`config.mk`:
```
export PLATFORM = sky130hd
export DESIGN_NAME = inst_fetch_unit
export DESIGN_NICKNAME = d
export VERILOG_FILES = /design/src/rtl/inst_fetch_unit_pkg.sv /design/src/rtl/inst_fetch_unit_fetch_slot_queue.sv /design/src/rtl/inst_fetch_unit.sv
export SDC_FILE = /design/constraint.sdc
export NUM_CORES = 1
export LEC_CHECK = 0
export BUFFER_PORTS_ARGS = -buffer_cell sky130_fd_sc_hd__buf_2
export CAP_MARGIN = 10
export CORE_MARGIN = 2
export CORE_UTILIZATION = 35
export DETAILED_ROUTE_END_ITERATION = 8
export GPL_TIMING_DRIVEN = 1
export PLACE_DENSITY = 0.58
export SKIP_LAST_GASP = 1
export SYNTH_ARGS = -nofsm -noshare
export SYNTH_HDL_FRONTEND = slang
export SYNTH_SLANG_ARGS = --single-unit
```
`constraint.sdc`:
```
create_clock -name clk -period 3 [get_ports clk]
set_clock_uncertainty 0.1 [all_clocks]
set_input_delay 0 -clock clk [delete_from_list [all_inputs] [get_ports clk]]
set_output_delay 0 -clock clk [all_outputs]
set_load 0.1 [all_outputs]
```
`src/rtl/inst_fetch_unit_pkg.sv`:
```
// Shared fetch-stage constants: default widths, reset PC and the NOP encoding.
// Imported by the fetch unit and its slot queue.
// Build option: IF_PERF_CNT_EN enables the fetch/flush performance counters in the top.
package inst_fetch_unit_pkg;

    localparam int          DEF_PC_WIDTH   = 32;
    localparam int          DEF_INST_WIDTH = 32;
    localparam logic [31:0] DEF_RESET_PC   = 32'h0000_0000;
    // addi x0, x0, 0
    localparam logic [31:0] NOP_INST       = 32'h0000_0013;

endpackage

```
`src/rtl/inst_fetch_unit_fetch_slot_queue.sv`:
```
// Circular array of fetch slots {pc, inst, filled}: allocated on request accept, filled in order
// by responses, popped at the head by decode. Head is visible combinationally from registers (0 cycles).
// No internal backpressure: the owner must not allocate when full or fill with nothing outstanding.
module inst_fetch_unit_fetch_slot_queue
    import inst_fetch_unit_pkg::*;
#(
    parameter int                   SLOT_DEPTH = 2,
    parameter int                   PC_WIDTH   = DEF_PC_WIDTH,
    parameter int                   INST_WIDTH = DEF_INST_WIDTH,
    parameter logic [PC_WIDTH-1:0]  RESET_PC   = DEF_RESET_PC[PC_WIDTH-1:0],
    parameter logic [INST_WIDTH-1:0] RESET_INST = NOP_INST[INST_WIDTH-1:0],
    localparam int                  AW         = $clog2(SLOT_DEPTH),
    localparam int                  CW         = AW + 1
) (
    input  logic                  clk,
    input  logic                  reset,
    input  logic                  clear_i,
    input  logic                  alloc_i,
    input  logic [PC_WIDTH-1:0]   alloc_pc_i,
    input  logic                  fill_i,
    input  logic [INST_WIDTH-1:0] fill_inst_i,
    input  logic                  pop_i,
    output logic                  head_vld_o,
    output logic [PC_WIDTH-1:0]   head_pc_o,
    output logic [INST_WIDTH-1:0] head_inst_o,
    output logic [CW-1:0]         alloc_cnt_o,
    output logic [CW-1:0]         unfilled_cnt_o
);

    logic [PC_WIDTH-1:0]   pc_q     [SLOT_DEPTH];
    logic [INST_WIDTH-1:0] inst_q   [SLOT_DEPTH];
    logic [SLOT_DEPTH-1:0] filled_q;
    logic [AW-1:0]         head_q;
    logic [AW-1:0]         tail_q;
    logic [AW-1:0]         fill_ptr_q;
    logic [CW-1:0]         alloc_cnt_q;
    logic [CW-1:0]         unfilled_cnt_q;

    // Slot storage and the three ring pointers; clear drops every slot but keeps stale payloads.
    always_ff @(posedge clk) begin
        if (reset) begin
            head_q         <= '0;
            tail_q         <= '0;
            fill_ptr_q     <= '0;
            alloc_cnt_q    <= '0;
            unfilled_cnt_q <= '0;
            filled_q       <= '0;
            for (int i = 0; i < SLOT_DEPTH; i++) begin
                pc_q[i]   <= RESET_PC;
                inst_q[i] <= RESET_INST;
            end
        end else if (clear_i) begin
            head_q         <= '0;
            tail_q         <= '0;
            fill_ptr_q     <= '0;
            alloc_cnt_q    <= '0;
            unfilled_cnt_q <= '0;
            filled_q       <= '0;
        end else begin
            // Alloc and fill never hit the same slot: fill only targets already-allocated slots,
            // and alloc is blocked when the ring is full.
            if (alloc_i) begin
                pc_q[tail_q]     <= alloc_pc_i;
                filled_q[tail_q] <= 1'b0;
                tail_q           <= tail_q + AW'(1);
            end
            if (fill_i) begin
                inst_q[fill_ptr_q]   <= fill_inst_i;
                filled_q[fill_ptr_q] <= 1'b1;
                fill_ptr_q           <= fill_ptr_q + AW'(1);
            end
            if (pop_i) begin
                head_q <= head_q + AW'(1);
            end
            alloc_cnt_q    <= alloc_cnt_q + CW'(alloc_i) - CW'(pop_i);
            unfilled_cnt_q <= unfilled_cnt_q + CW'(alloc_i) - CW'(fill_i);
        end
    end

    // Head slot is deliverable once it is both allocated and filled.
    always_comb begin
        head_vld_o     = (alloc_cnt_q != '0) && filled_q[head_q];
        head_pc_o      = pc_q[head_q];
        head_inst_o    = inst_q[head_q];
        alloc_cnt_o    = alloc_cnt_q;
        unfilled_cnt_o = unfilled_cnt_q;
    end

endmodule

```
`src/rtl/inst_fetch_unit.sv`:
```
// Instruction fetch: owns the PC, issues word fetches to imem, buffers words for decode, handles redirects.
// Latency: a response is visible to decode the cycle after it arrives; redirects take effect next cycle.
// Backpressure: requests stall when all slots (live + still-to-be-dropped) are used; decode stalls hold id_*.
// Build option IF_PERF_CNT_EN adds the fetch_cnt / flush_cnt performance counter ports.
module inst_fetch_unit
    import inst_fetch_unit_pkg::*;
#(
    parameter int                  PC_WIDTH   = DEF_PC_WIDTH,
    parameter int                  INST_WIDTH = DEF_INST_WIDTH,
    parameter logic [PC_WIDTH-1:0] RESET_PC   = DEF_RESET_PC[PC_WIDTH-1:0],
    parameter int                  SLOT_DEPTH = 2
) (
    input  logic                  clk,
    input  logic                  reset,
    input  logic                  IF_flush,
    input  logic                  pc_sel,
    input  logic [PC_WIDTH-1:0]   alu_target,
    output logic                  imem_req_valid,
    input  logic                  imem_req_ready,
    output logic [PC_WIDTH-1:0]   imem_req_addr,
    input  logic                  imem_rsp_valid,
    input  logic [INST_WIDTH-1:0] imem_rsp_data,
    output logic                  id_valid,
    input  logic                  id_ready,
    output logic [INST_WIDTH-1:0] id_inst,
    output logic [PC_WIDTH-1:0]   id_pc
`ifdef IF_PERF_CNT_EN
    ,
    output logic [31:0]           fetch_cnt,
    output logic [31:0]           flush_cnt
`endif
);

    localparam int AW = $clog2(SLOT_DEPTH);
    localparam int CW = AW + 1;

    logic [PC_WIDTH-1:0] pc_q;
    logic [PC_WIDTH-1:0] pc_d;
    logic [CW-1:0]       drop_cnt_q;
    logic [CW-1:0]       drop_cnt_d;
    logic [CW-1:0]       alloc_cnt;
    logic [CW-1:0]       unfilled_cnt;
    logic                redirect;
    logic                has_space;
    logic                req_fire;
    logic                rsp_fill;
    logic                rsp_drop;
    logic                id_fire;

    // Request side: responses still to be dropped occupy capacity exactly like live slots, which
    // keeps total outstanding responses (and therefore drop_cnt) bounded by SLOT_DEPTH.
    always_comb begin
        redirect       = IF_flush | pc_sel;
        has_space      = (alloc_cnt + drop_cnt_q) < CW'(SLOT_DEPTH);
        imem_req_valid = !reset && !redirect && has_space;
        imem_req_addr  = pc_q;
        req_fire       = imem_req_valid && imem_req_ready;
        rsp_drop       = imem_rsp_valid && (drop_cnt_q != '0);
        rsp_fill       = imem_rsp_valid && (drop_cnt_q == '0);
        id_fire        = id_valid && id_ready;
    end

    // Next PC: a redirect wins over sequential advance; the target is forced word-aligned.
    always_comb begin
        pc_d = pc_q;
        if (redirect) begin
            pc_d = alu_target & ~PC_WIDTH'(3);
        end else if (req_fire) begin
            pc_d = pc_q + PC_WIDTH'(4);
        end
    end

    // Drop counter: on a redirect every response not yet matched to a filled slot becomes a drop,
    // net of the response consumed this cycle (whether it was itself a drop or a fill).
    always_comb begin
        drop_cnt_d = drop_cnt_q;
        if (redirect) begin
            drop_cnt_d = drop_cnt_q + unfilled_cnt + CW'(req_fire) - CW'(imem_rsp_valid);
        end else if (rsp_drop) begin
            drop_cnt_d = drop_cnt_q - CW'(1);
        end
    end

    // PC and drop counter registers.
    always_ff @(posedge clk) begin
        if (reset) begin
            pc_q       <= RESET_PC;
            drop_cnt_q <= '0;
        end else begin
            pc_q       <= pc_d;
            drop_cnt_q <= drop_cnt_d;
        end
    end

    inst_fetch_unit_fetch_slot_queue #(
        .SLOT_DEPTH (SLOT_DEPTH),
        .PC_WIDTH   (PC_WIDTH),
        .INST_WIDTH (INST_WIDTH),
        .RESET_PC   (RESET_PC),
        .RESET_INST (NOP_INST[INST_WIDTH-1:0])
    ) u_slots (
        .clk            (clk),
        .reset          (reset),
        .clear_i        (redirect),
        .alloc_i        (req_fire),
        .alloc_pc_i     (pc_q),
        .fill_i         (rsp_fill),
        .fill_inst_i    (imem_rsp_data),
        .pop_i          (id_fire),
        .head_vld_o     (id_valid),
        .head_pc_o      (id_pc),
        .head_inst_o    (id_inst),
        .alloc_cnt_o    (alloc_cnt),
        .unfilled_cnt_o (unfilled_cnt)
    );

`ifdef IF_PERF_CNT_EN
    logic [31:0] fetch_cnt_q;
    logic [31:0] flush_cnt_q;

    // Saturating counters of accepted requests and redirect cycles.
    always_ff @(posedge clk) begin
        if (reset) begin
            fetch_cnt_q <= '0;
            flush_cnt_q <= '0;
        end else begin
            if (req_fire && (fetch_cnt_q != '1)) begin
                fetch_cnt_q <= fetch_cnt_q + 32'd1;
            end
            if (redirect && (flush_cnt_q != '1)) begin
                flush_cnt_q <= flush_cnt_q + 32'd1;
            end
        end
    end

    assign fetch_cnt = fetch_cnt_q;
    assign flush_cnt = flush_cnt_q;
`endif

endmodule

```
Yosys cells after proc, flatten, opt, wreduce, memory -nomap -nowiden
Memories as Yosys holds them, arrays and structs flattened. A register that Yosys moved wholly into a read port is not among the register bits.
Index checks and enable logic that the tools add are counted.
{"block": "totals", "ram_bits": 128, "romBits": 0, "input_bits": 71, "n_memories": 2, "reg_bits": 43, "latch_bits": 0}
{"block": "op_classes", "div": 0, "shifts": 0, "n_lt_le_gt_ge": 6, "n_mux": 34, "reduce_logical": 19, "bitwise": 4, "n_eq_ne": 0, "multipliers": 0, "add_sub_neg": 13}
{"name": "u_slots.inst_q", "depth": 2, "word_bits": 32, "read_ports": 1, "rd_clocked_by_memory_dff": 1, "write_ports": 2, "line": "inst_fetch_unit_fetch_slot_queue.sv:31", "text": "logic [INST_WIDTH-1:0] inst_q [SLOT_DEPTH];"}
{"name": "u_slots.pc_q", "depth": 2, "word_bits": 32, "read_ports": 1, "rd_clocked_by_memory_dff": 1, "write_ports": 2, "line": "inst_fetch_unit_fetch_slot_queue.sv:30", "text": "logic [PC_WIDTH-1:0] pc_q [SLOT_DEPTH];"}
{"op": "32-bit 2-to-1 mux", "n": 4}
{"op": "32-bit OR reduction", "n": 2}
{"op": "32-bit by 3-bit adder with 32-bit output (second input constant)", "n": 1}
{"op": "1-bit 2-to-1 mux", "n": 22}
{"op": "2-bit 2-to-1 mux", "n": 6}
{"op": "1-bit logical AND", "n": 9}
{"op": "2-bit nonzero test", "n": 4}
{"op": "2-bit by 1-bit adder with 2-bit output", "n": 3}
{"op": "1-bit by 2-bit less-than comparator with 1-bit output (second input constant)", "n": 3}
{"op": "2-bit by 1-bit subtractor with 2-bit output", "n": 3}
{"op": "2-bit adder", "n": 2}
{"op": "1-bit adder (second input constant)", "n": 3}
{"op": "2-bit bitwise AND", "n": 1}
{"op": "1-bit demux with 1-bit select", "n": 2}
{"op": "1-bit >= comparator (second input constant)", "n": 2}
{"op": "1-bit logical NOT", "n": 2}
{"op": "2-bit logical NOT", "n": 1}
{"op": "2-bit less-than comparator (second input constant)", "n": 1}
{"op": "2-bit inverter", "n": 1}
{"op": "2-bit OR", "n": 1}
{"op": "2-bit OR reduction", "n": 1}
{"op": "2-bit by 1-bit subtractor with 2-bit output (second input constant)", "n": 1}
{"op": "1-bit OR", "n": 1}

Depth between registers and ports, before layout
Gate-level depths: netlist of the first run.
{"block": "depth", "ltp_word": 11, "mapped_depth": 10}

By module
A second synthesis of the first run with hierarchy kept.
{"block": "unflattened", "cells_unflattened": 636, "area_unflattened_um2": 8025.2}
{"module": "inst_fetch_unit_fetch_slot_queue", "cells_each": 389, "n_inst": 1, "area_each_um2": 6053.3}
{"module": "inst_fetch_unit", "cells_each": 247, "n_inst": 1, "area_each_um2": 1971.9}

Least setup slack after synthesis of the first run
No wires, ideal clock.
{"block": "synth_timing", "path_kind": "reg2reg", "startpoint": "reg u_slots.alloc_cnt_q[1], in the netlist u_slots.alloc_cnt_o[1]", "endpoint": "reg u_slots.alloc_cnt_q[1], in the netlist u_slots.alloc_cnt_o[1]", "arrival_time_ps": 2776, "n_path_buf": 0, "synth_period_minus_slack_ps": 3005, "setup_slack_ps": -5, "t_required_ps": 2771, "path_stages_with_launch": 10, "path_cell_list": "dfxtp_1 nor2_1 nor2_1 and2_1 ha_1 inv_1 ha_1 xor2_1 xnor2_1 nor2_1"}
{"block": "synth_between", "elab_cells_between_ends": 9, "cone_classes": "3 x add/sub; 1 x order compare; 5 x reduce/logical"}
{"item": "start: declaration", "line": "inst_fetch_unit_fetch_slot_queue.sv:36", "text": "logic [CW-1:0] alloc_cnt_q;"}
{"item": "start signal: assignment", "line": "inst_fetch_unit_fetch_slot_queue.sv:75", "text": "alloc_cnt_q <= alloc_cnt_q + CW'(alloc_i) - CW'(pop_i);"}
{"item": "2-bit nonzero test", "line": "inst_fetch_unit_fetch_slot_queue.sv:82", "text": "head_vld_o = (alloc_cnt_q != '0) && filled_q[head_q];"}
{"item": "1-bit logical AND", "line": "inst_fetch_unit_fetch_slot_queue.sv:82"}
{"item": "named net id_valid", "line": "inst_fetch_unit.sv:23", "text": "output logic id_valid,"}
{"item": "1-bit logical AND", "line": "inst_fetch_unit.sv:60", "text": "id_fire = id_valid && id_ready;"}
{"item": "named net id_fire", "line": "inst_fetch_unit.sv:48", "text": "logic id_fire;"}
{"item": "2-bit by 1-bit subtractor with 2-bit output", "line": "inst_fetch_unit_fetch_slot_queue.sv:75"}
The timed path passes the listed nets, and every way through them passes these cells.
A chain may end at the register's enable or synchronous reset.

Worst setup path in the final report of the first run
{"block": "layout_timing", "startpoint": "reg pc_q[4], in the netlist imem_req_addr[4]", "endpoint": "reg pc_q[19], in the netlist imem_req_addr[19]"}
{"block": "layout_between", "elab_chain_len": 3}
{"item": "start: declaration", "line": "inst_fetch_unit.sv:37", "text": "logic [PC_WIDTH-1:0] pc_q;"}
{"item": "start signal: assignment", "line": "inst_fetch_unit.sv:90", "text": "pc_q <= pc_d;"}
{"item": "32-bit by 3-bit adder with 32-bit output", "line": "inst_fetch_unit.sv:69", "text": "pc_d = pc_q + PC_WIDTH'(4);"}
{"item": "32-bit 2-to-1 mux", "line": "inst_fetch_unit.sv:68", "text": "end else if (req_fire) begin"}
{"item": "32-bit 2-to-1 mux", "line": "inst_fetch_unit.sv:66", "text": "if (redirect) begin"}
Every way passes these cells. The select of a mux whose other input is x is not followed.

==> flow_summary.toml, run 1 <==
[yosys]
synth_area_leaders = "edfxtp_1 (48%), dfxtp_1 (11%), and2_1 (9.8%)"
ys_warn_count = 0
synth_edf_count = 124
synth-async-reset-ratio_pct = 0
seq_area_frac_synth_pct = 58.71
yosysTopAreaCell = "edfxtp_1"
synthCells = 635
postSynthAreaPerCell_sq_um = 12.24
netlist.area_leader.share_pct = 47.89
synth_cell_types = 42
ys_seq_elements = 166
synth_ff_type = "edfxtp_1"
syn-cell-area_sq_um = 7775

[die]
die_y_microns = 153.0
die_w_microns = 153.0
coreArea_sq_um = 21820
io_pins = 169
initial_utilization_pct = 35.63
dieArea_sq_um = 23420
rows = 54

[global_routing]
grt_pass1_wl_mm = 30.34
grt_overflow_total = 0
grt_max_degree = 59
antenna_found_initial = 0
grt_usage_pct = 16.66
grt_pass1_vias = 5419

[worst_setup_path]
crit_type = "reg -> reg"
startpoint_type = "flop"
crit_path_max_fanout = 11
crit_arrival_ps = 3000
crit_required_ps = 3270
critPathCaptureType = "flop"
critPathMaxStageDelay_ps = 560
slowest_stage = "dlygate4sd3_1"
path_cells = "and4_1 -> nand2_1 -> nor4_1 -> xnor2_1 -> a211oi_1 -> dlygate4sd3_1"

[cells_and_area]
drive_gt1_share_pct = 32.01
antenna_cells = 0
final_cell_mix = "buf_2 (162), edfxtp_1 (124), and2_1 (122)"
instances_no_fill = 1164
nFillCells = 1996
finalNetCount = 950
syn2layout_area_growth_pct = 32.60
final_common_cell = "buf_2"

[sta]
layout_setup_ws_ps = 269.2
slew_violations = 0
period_needed_ps = 2731
maxSlewHeadroom_pct = 40.64
rsz0062_at_grt = "false"
finalHoldViolations = 0
clock.fmax_ghz = 0.3662
setup_violations = 0
period_share_pct = 91.03
worstMarginPinSlew_ps = 890.4
fin_setup_tns_ps = 0

[clocking]
clk_latency_ps = 430
cts.sinks = 166
clk_pin_slew_ps = 70
clk_path_buf_depth = 2
cts_max_level = 4
cts_tree = "yes"
cts_root_buf = "clkbuf_16"
cts_inserted_buffers = 17
cts_setup_buffers = 0

[detailed_routing]
wl_per_cell_microns = 16.65
viasPerCell = 4.815
dr_total_vias = 5605
wl_mm = 19.38
ant_nets = 0
drc = 0
drt-initial-drc-count = 312
firstDrtPassIters = 4

[min_path]
hold_class = "in -> reg"

[place]
io_buffers = 162
dp.cells = 1049
hpwl_mm = 12.28
place.gp.congestion = 0.7848
place_ws_ps = 318.3

[power]
design_power_total_w = 0.005878
power.density_nw_per_um2 = 570.2
power_leakage_nw = 4.101
peakVddDrop_mv = 0.3616

[job]
drv_cap = 0

[outcome]
run_status = "complete, no violations"
==> power breakdown <==
| part | total (W) | internal (W) | switching (W) |
|---|---|---|---|
| combinational | 0.00108 | 0.000282 | 0.000799 |
| sequential | 0.00265 | 0.00257 | 0.0000827 |
| clock | 0.00214 | 0.00112 | 0.00103 |
| total | 0.00588 | 0.00397 | 0.00191 |
==> critical path, delay by kind of cell (launching register included) <==
family	cells	cell delay [ps]
AOI/OAI and AO/OA	1	240
xor gates and xnor gates	1	140
buffers and inverters	1	560
DFF	1	470
and+or+nand+nor	3	1180
==> metal layers <==
| metal | vias to the layer above | global-route usage, % | wire length, microns |
|---|---|---|---|
| li1 | 2734 | - | - |
| met1 | 2695 | 22.15 | 8702 |
| met2 | 152 | 26.68 | 9283 |
| met3 | 24 | 4.026 | 1048 |
| met4 | 0 | 5.820 | 343 |
| met5 | - | 0 | 0 |
==> synth_stat cells, types with 2 or more instances <==
cell	number
a211oi_1	25
a21o_1	2
a21oi_1	2
a311oi_1	3
a32o_1	2
and2_1	122
and3_1	8
and4_1	5
buf_2	5
buf_4	4
clkbuf_1	32
dfxtp_1	42
edfxtp_1	124
ha_1	7
inv_1	13
mux2_2	63
mux2i_1	3
nand2_1	21
nand2b_1	7
nand3_1	12
nand4_1	9
nor2_1	39
nor3_1	9
nor3b_1	3
nor4_1	13
nor4_2	2
o21ai_0	2
o21bai_1	4
or2_2	5
or3_1	3
xnor2_1	25
xor2_1	9
==> metrics by stage <==
| stage | util, % | hold slack (ps) | area [sq um] |
|---|---|---|---|
| 6_report | 47.24 | 19.58 | 10310 |
| 5_1_grt | 47.24 | 38.21 | 10310 |
| 4_1_cts | 47.21 | 0.2648 | 10300 |
| 3_5_place_dp | 40.75 | 171.3 | 8892 |
| 3_3_place_gp | 40.75 | 171.7 | 8892 |
| 2_1_floorplan | - | 77.80 | 7789 |
==> area by class of cell <==
cell class                      count  area [sq um]  share of cell area (%)
Clock buffer                       17         425.4                   4.126
Clock inverter                     15         155.1                   1.505
Inverter                           13         48.80                  0.4733
Multi-Input combinational cell    418          3023                   29.32
Sequential cell                   166          4566                   44.28
Tap cell                          280         350.3                   3.398
Timing Repair Buffer              255          1742                   16.89
==> cell families after synthesis <==
kind of cell / share of synthesized area (%)
multiplexers: 9.511
XOR/XNOR: 4.039
adder cells (fa/ha/maj): 1.384
AO/OA/AOI/OAI: 4.233
flip-flops: 58.71
other: 0.04823
buffers and inverters: 2.881
AND/OR/NAND/NOR: 19.20
==> flip-flops by register name (all words and copies together), names as in the netlist, named ones only <==
name	flops
u_slots.fill_ptr_q	1
u_slots.pc_q	60
drop_cnt_q	2
u_slots.tail_q	1
u_slots.inst_q	64
imem_req_addr	30
u_slots.unfilled_cnt_o	2
u_slots.filled_q	2
u_slots.alloc_cnt_o	2
u_slots.head_q	1
==> worst paths after layout <==
kind	start	end	slack, ps	depth (start not counted)
worst min register to register	u_slots.filled_q[1]	u_slots.filled_q[1]	350	2
worst min-delay path	pc_sel	u_slots.filled_q[0]	20	5
worst max-delay path	imem_req_addr[4]	imem_req_addr[19]	270	6
worst max register to register	imem_req_addr[4]	imem_req_addr[19]	270	6
==> repair_timing <==
action | in CTS | in global routing
hold endpoints to repair | 98 | 0
endpoints found under the setup margin | 0 | 1
resized for setup | 0 | 1
hold buffers | 83 | 0
Note: power is estimated with default switching activity, not from simulation.
==> inputs of run 2 (changes only) <==
BUFFER_PORTS_ARGS = default   (was -buffer_cell sky130_fd_sc_hd__buf_2)
DONT_BUFFER_PORTS = 1   (was default)
PLACE_DENSITY = default   (was 0.58)
PLACE_DENSITY_LB_ADDON = 0.05   (was default)
==> flow_summary.toml, run 2 (synthesized netlist as in run 1, its figures left out) <==
[cells_and_area]
largest_reg_flops = 64
fin_area_sq_um = 9950
final_cell_mix = "edfxtp_1 (124), and2_1 (122), dlygate4sd3_1 (104)"
top_register = "u_slots.inst_q"
drive_gt1_share_pct = 19.77
regArea_sq_um = 4568
syn2layout_area_growth_pct = 27.97
multiInputGateArea_sq_um = 3030
finalNetCount = 840
nFillCells = 2038
instances_no_fill = 1055
final_common_cell = "edfxtp_1"

[clocking]
clk_path_buf_depth = 2
cts_root_buf = "clkbuf_16"
cts_tree = "yes"
cts_setup_buffers = 0
clk_latency_ps = 420
cts_inserted_buffers = 17
cts_max_level = 4
clk_pin_slew_ps = 70
cts.sinks = 166

[detailed_routing]
wl_mm = 20.11
drc = 0
dr_total_vias = 5222
viasPerCell = 4.950
firstDrtPassIters = 5
ant_nets = 0
wl_per_cell_microns = 19.06
drt-initial-drc-count = 275

[place]
dp.cells = 917
placed_area_sq_um = 8289
hpwl_mm = 12.72
place.gp.congestion = 0.7746
io_buffers = 0

[worst_setup_path]
critPathMaxStageDelay_ps = 630
path_cells = "dlygate4sd3_1 -> buf_12 -> nor3_4 -> dlygate4sd3_1 -> nand2_2 -> ha_1 -> inv_1 -> fa_1 -> xnor2_1 -> xnor2_1 -> a211oi_1"
slowest_stage = "dlygate4sd3_1"
startpoint_type = "input port"
critPathCaptureType = "flop"
crit_required_ps = 3240
crit_path_max_fanout = 34
r2r_start = "imem_req_addr[2]"
startpoint = "reset"
r2r_cells = 7
crit_arrival_ps = 3020
crit_type = "in -> reg"

[outcome]
run_status = "complete, no violations"

[die]
coreArea_sq_um = 21820
initial_utilization_pct = 35.63
die_y_microns = 153.0
dieArea_sq_um = 23420
rows = 54
io_pins = 169
die_w_microns = 153.0

[global_routing]
grt_usage_pct = 17.64
grt_pass1_wl_mm = 31.95
grt_max_degree = 63
grt_pass1_vias = 5508
grt_overflow_total = 0
antenna_found_initial = 0

[sta]
period_share_pct = 92.90
whs_ps = 64.46
clock.fmax_ghz = 0.3588
finalHoldViolations = 0
maxSlewHeadroom_pct = 37.24
rsz0062_at_grt = "false"
worstMarginPinSlew_ps = 941.4
period_needed_ps = 2787
slew_violations = 0
fin_setup_tns_ps = 0
setup_violations = 0

[power]
power.density_nw_per_um2 = 594.7
swShare_pct = 30.97
p_comb_share_pct = 18.4
pwr-share-clk_pct = 37.3
peakVddDrop_mv = 0.3520
p_seq_share_pct = 44.3
p_switching_w = 0.001833
p_int_w = 0.004085
power_leakage_nw = 3.679

[min_path]
min_path_cells = 2
hp-start = "reset"
hold_class = "in -> reg"

[job]
drv_cap = 0
run 2: cell types whose count changed in the layout (fill, tap and decap cells not counted), moves of 2 or more:
cell,change
inv_6,+6
buf_4,+32
dlygate4sd3_1,+21
nor2_2,+2
bufinv_16,+2
buf_2,-162
inv_8,-8
nor2_1,-2
run 2: metal layers:
layer | vias to the layer above | wire length (microns) | track usage, %
met1 | 2564 | 9248 | 23.57
met5 | - | 0 | 0
met3 | 11 | 1060 | 4.877
met4 | 0 | 210 | 4.982
met2 | 126 | 9594 | 28.23
li1 | 2521 | - | -
run 2: repair_timing:
item	4_1_cts	5_1_grt
setup endpoints to repair	0	1
endpoints found under the hold margin	107	0
gates resized for setup	0	2
hold buffers	105	0
run 2: final timing paths:
check	slack, ps	endpoint
worst min register to register	360	u_slots.filled_q[1]
worst max-delay path	210	drop_cnt_q[1]
worst max register to register	250	imem_req_addr[25]
worst min-delay path	60	flop
run 2: area by class of cell:
type,instances,share of cell area (%)
Sequential cell,166,45.91
Multi-Input combinational cell,418,30.46
Timing Repair Buffer,145,13.68
Clock buffer,17,4.276
Tap cell,280,3.521
Clock inverter,15,1.635
Inverter,13,0.4904
Antenna cell,1,0.02515
run 2: power by group through the flow:
stage	sequential [W]	clock (W)	combinational, W
floorplan	0.00289	0	0.000593
global placement	0.00267	0	0.000950
detailed placement	0.00268	0	0.000955
CTS	0.00262	0.00225	0.00109
global route	0.00264	0.00236	0.00114
finish	0.00262	0.00221	0.00109
run 2: metrics by stage:
step,setup slack [ps],util [%],power [W]
detailed placement,240.8,37.98,0.003631
floorplan,395.3,-,0.003479
finish,213.0,45.59,0.005917
CTS,92.59,45.54,0.005973
global placement,355.3,37.98,0.003619
global route,61.40,45.58,0.006143
run 2: critical path: cells and delay by family:
family | cells | cell delay (ps)
AND/OR/NAND/NOR | 2 | 320
adder cells (fa/ha/maj) | 2 | 680
XOR/XNOR | 2 | 320
buffers and inverters | 4 | 1470
AO/OA/AOI/OAI | 1 | 210
==> inputs of run 3 (changes only) <==
ABC_AREA = 1   (was default)
CORE_MARGIN = 1.5   (was 2)
==> flow_summary.toml, run 3 <==
[die]
die_y_microns = 155.4
io_pins = 169
dieArea_sq_um = 24150
rows = 55
die_w_microns = 155.4
coreArea_sq_um = 22710
initial_utilization_pct = 35.80

[detailed_routing]
wl_per_cell_microns = 16.94
drc = 0
wl_mm = 21.60
ant_nets = 0
dr_total_vias = 6139
viasPerCell = 4.815
firstDrtPassIters = 5
drt-initial-drc-count = 345

[sta]
whs_ps = 25.87
worstMarginPinSlew_ps = 798.8
clock.fmax_ghz = 0.3693
setup_violations = 0
period_share_pct = 90.27
slew_violations = 0
finalHoldViolations = 0
period_needed_ps = 2708
rsz0062_at_grt = "false"
fin_setup_tns_ps = 0
maxSlewHeadroom_pct = 46.57

[outcome]
run_status = "complete, no violations"

[clocking]
cts_root_buf = "clkbuf_16"
cts_max_level = 4
cts_inserted_buffers = 17
cts.sinks = 166
clk_pin_slew_ps = 70
cts_tree = "yes"
clk_latency_ps = 420
clk_path_buf_depth = 2
cts_resized = 0

[power]
peakVddDrop_mv = 0.3324
power.density_nw_per_um2 = 607.3
power_leakage_nw = 3.978

[place]
place.gp.congestion = 0.8703
io_buffers = 0
hpwl_mm = 14.79

[worst_setup_path]
slowest_stage = "dlygate4sd3_1"
crit_family = "buffers and inverters"
critPathMaxStageDelay_ps = 1060
path_cells = "dlygate4sd3_1 -> nor2_4 -> nand4_4 -> buf_4 -> nand2_4 -> inv_4 -> nand2_1 -> a21oi_1 -> dlygate4sd3_1"
crit_arrival_ps = 2970
path_buf_inv = 4
r2r_end = "imem_req_addr[31]"
critPathCaptureType = "flop"
r2r_start = "imem_req_addr[3]"
cp_num_cells = 9
startpoint_type = "input port"
r2r_slack_ps = 400
crit_path_max_fanout = 22
r2r_cells = 11
crit_required_ps = 3270
crit_type = "in -> reg"
timing.critical_path.mode_cell = "dlygate4sd3_1"

[yosys]
ys_seq_elements = 166
netlist.area_leader.share_pct = 45.81
synth_cell_types = 35
synth-async-reset-ratio_pct = 0
synth_area_leaders = "edfxtp_1 (46%), dfxtp_1 (10%), nor2_1 (8.8%)"
synthCells = 880
synth_ff_type = "edfxtp_1"
seq_area_frac_synth_pct = 56.15
postSynthAreaPerCell_sq_um = 9.238
yosys-top-cells-count = "nor2_1 (191), nand2_1 (165), edfxtp_1 (124)"
yosysTopAreaCell = "edfxtp_1"
syn-cell-area_sq_um = 8129
synth.most_common_cell = "nor2_1"
ys_warn_count = 0
synth_edf_count = 124

[min_path]
whs_endpoint = "imem_req_addr[15]"
hp-start = "reset"
min_path_cells = 3
hold_class = "in -> reg"

[cells_and_area]
finalNetCount = 1056
nFillCells = 2258
largest_reg_flops = 64
final_cell_mix = "nor2_1 (190), nand2_1 (165), edfxtp_1 (124)"
final_common_cell = "nor2_1"
syn2layout_area_growth_pct = 22.46
top_register = "u_slots.inst_q"
utilization_pct = 43.83
drive_gt1_share_pct = 16.57
antenna_cells = 0

[global_routing]
grt_pass1_vias = 6022
grt_overflow_total = 0
grt_pass1_wl_mm = 33.31
grt_usage_pct = 18.18
grt_max_degree = 53
antenna_found_initial = 0

[job]
drv_cap = 0
run 3: through the flow:
stage	power [W]	instances	setup WS (ps)	cell area, sq um
6_report	0.006046	1275	291.9	9955
5_1_grt	0.006265	1275	166.7	9955
4_1_cts	0.006111	1275	340.5	9955
3_5_place_dp	0.003726	1174	777.1	8648
3_3_place_gp	0.003711	1174	844.0	8648
2_1_floorplan	0.003550	883	593.5	8140
run 3: power by group:
part           leakage [nW]  switching, W  internal [W]
Clock                 0.301      0.000962       0.00133
Sequential             1.61     0.0000544       0.00257
Combinational          2.07      0.000892      0.000232
Total                  3.98       0.00191       0.00414
run 3: cell families after synthesis:
group	Yosys count	share of synthesized area, %
buffers and inverters	141	7.265
AO/OA/AOI/OAI	68	4.264
multiplexers	63	8.712
XOR/XNOR	7	0.7542
AND/OR/NAND/NOR	426	21.49
adder cells (fa/ha/maj)	8	1.324
other	1	0.04613
flip-flops	166	56.15
run 3: what timing repair did:
action,CTS,global route
setup endpoints to repair,0,0
hold endpoints to repair,106,0
hold buffers,69,0
buffers inserted,0,0
run 3: worst reg2reg max path, cell delays in order (launching register included):
cell and delay [ps]:
dfxtp_1 330, buf_4 310, nand2_1 170, nor2_2 180, nand2_1 110, nor2_2 320
nand2_1 100, nand2_1 70, nand3_1 60, nand2_1 80, a21oi_1 60, dlygate4sd3_1 590
run 3: worst max path at each step:
stage | start | end | slack [ps]
3_5_place_dp | drop_cnt_q[1] | drop_cnt_q[1] | 780
4_1_cts | reset | imem_req_addr[31] | 340
2_1_floorplan | imem_req_addr[3] | imem_req_addr[26] | 590
5_1_grt | reset | imem_req_addr[31] | 170
6_report | reset | imem_req_addr[31] | 290
3_3_place_gp | drop_cnt_q[0] | u_slots.pc_q[1][22] | 840
run 3: area by class of cell:
type	instances	area [sq um]	share of cell area, %
clock inverter	15	190.2	1.911
timing repair buffer	114	1041	10.46
multi-input combinational	576	2988	30.02
sequential	166	4566	45.86
tap	285	356.6	3.582
inverter	102	387.9	3.896
clock buffer	17	425.4	4.274
run 3: layer usage:
layer  track usage (%)  routed length (microns)
met2             30.61                    10490
met1             23.82                     9788
met5                 0                        0
met3             3.315                     1038
met4             5.578                      286
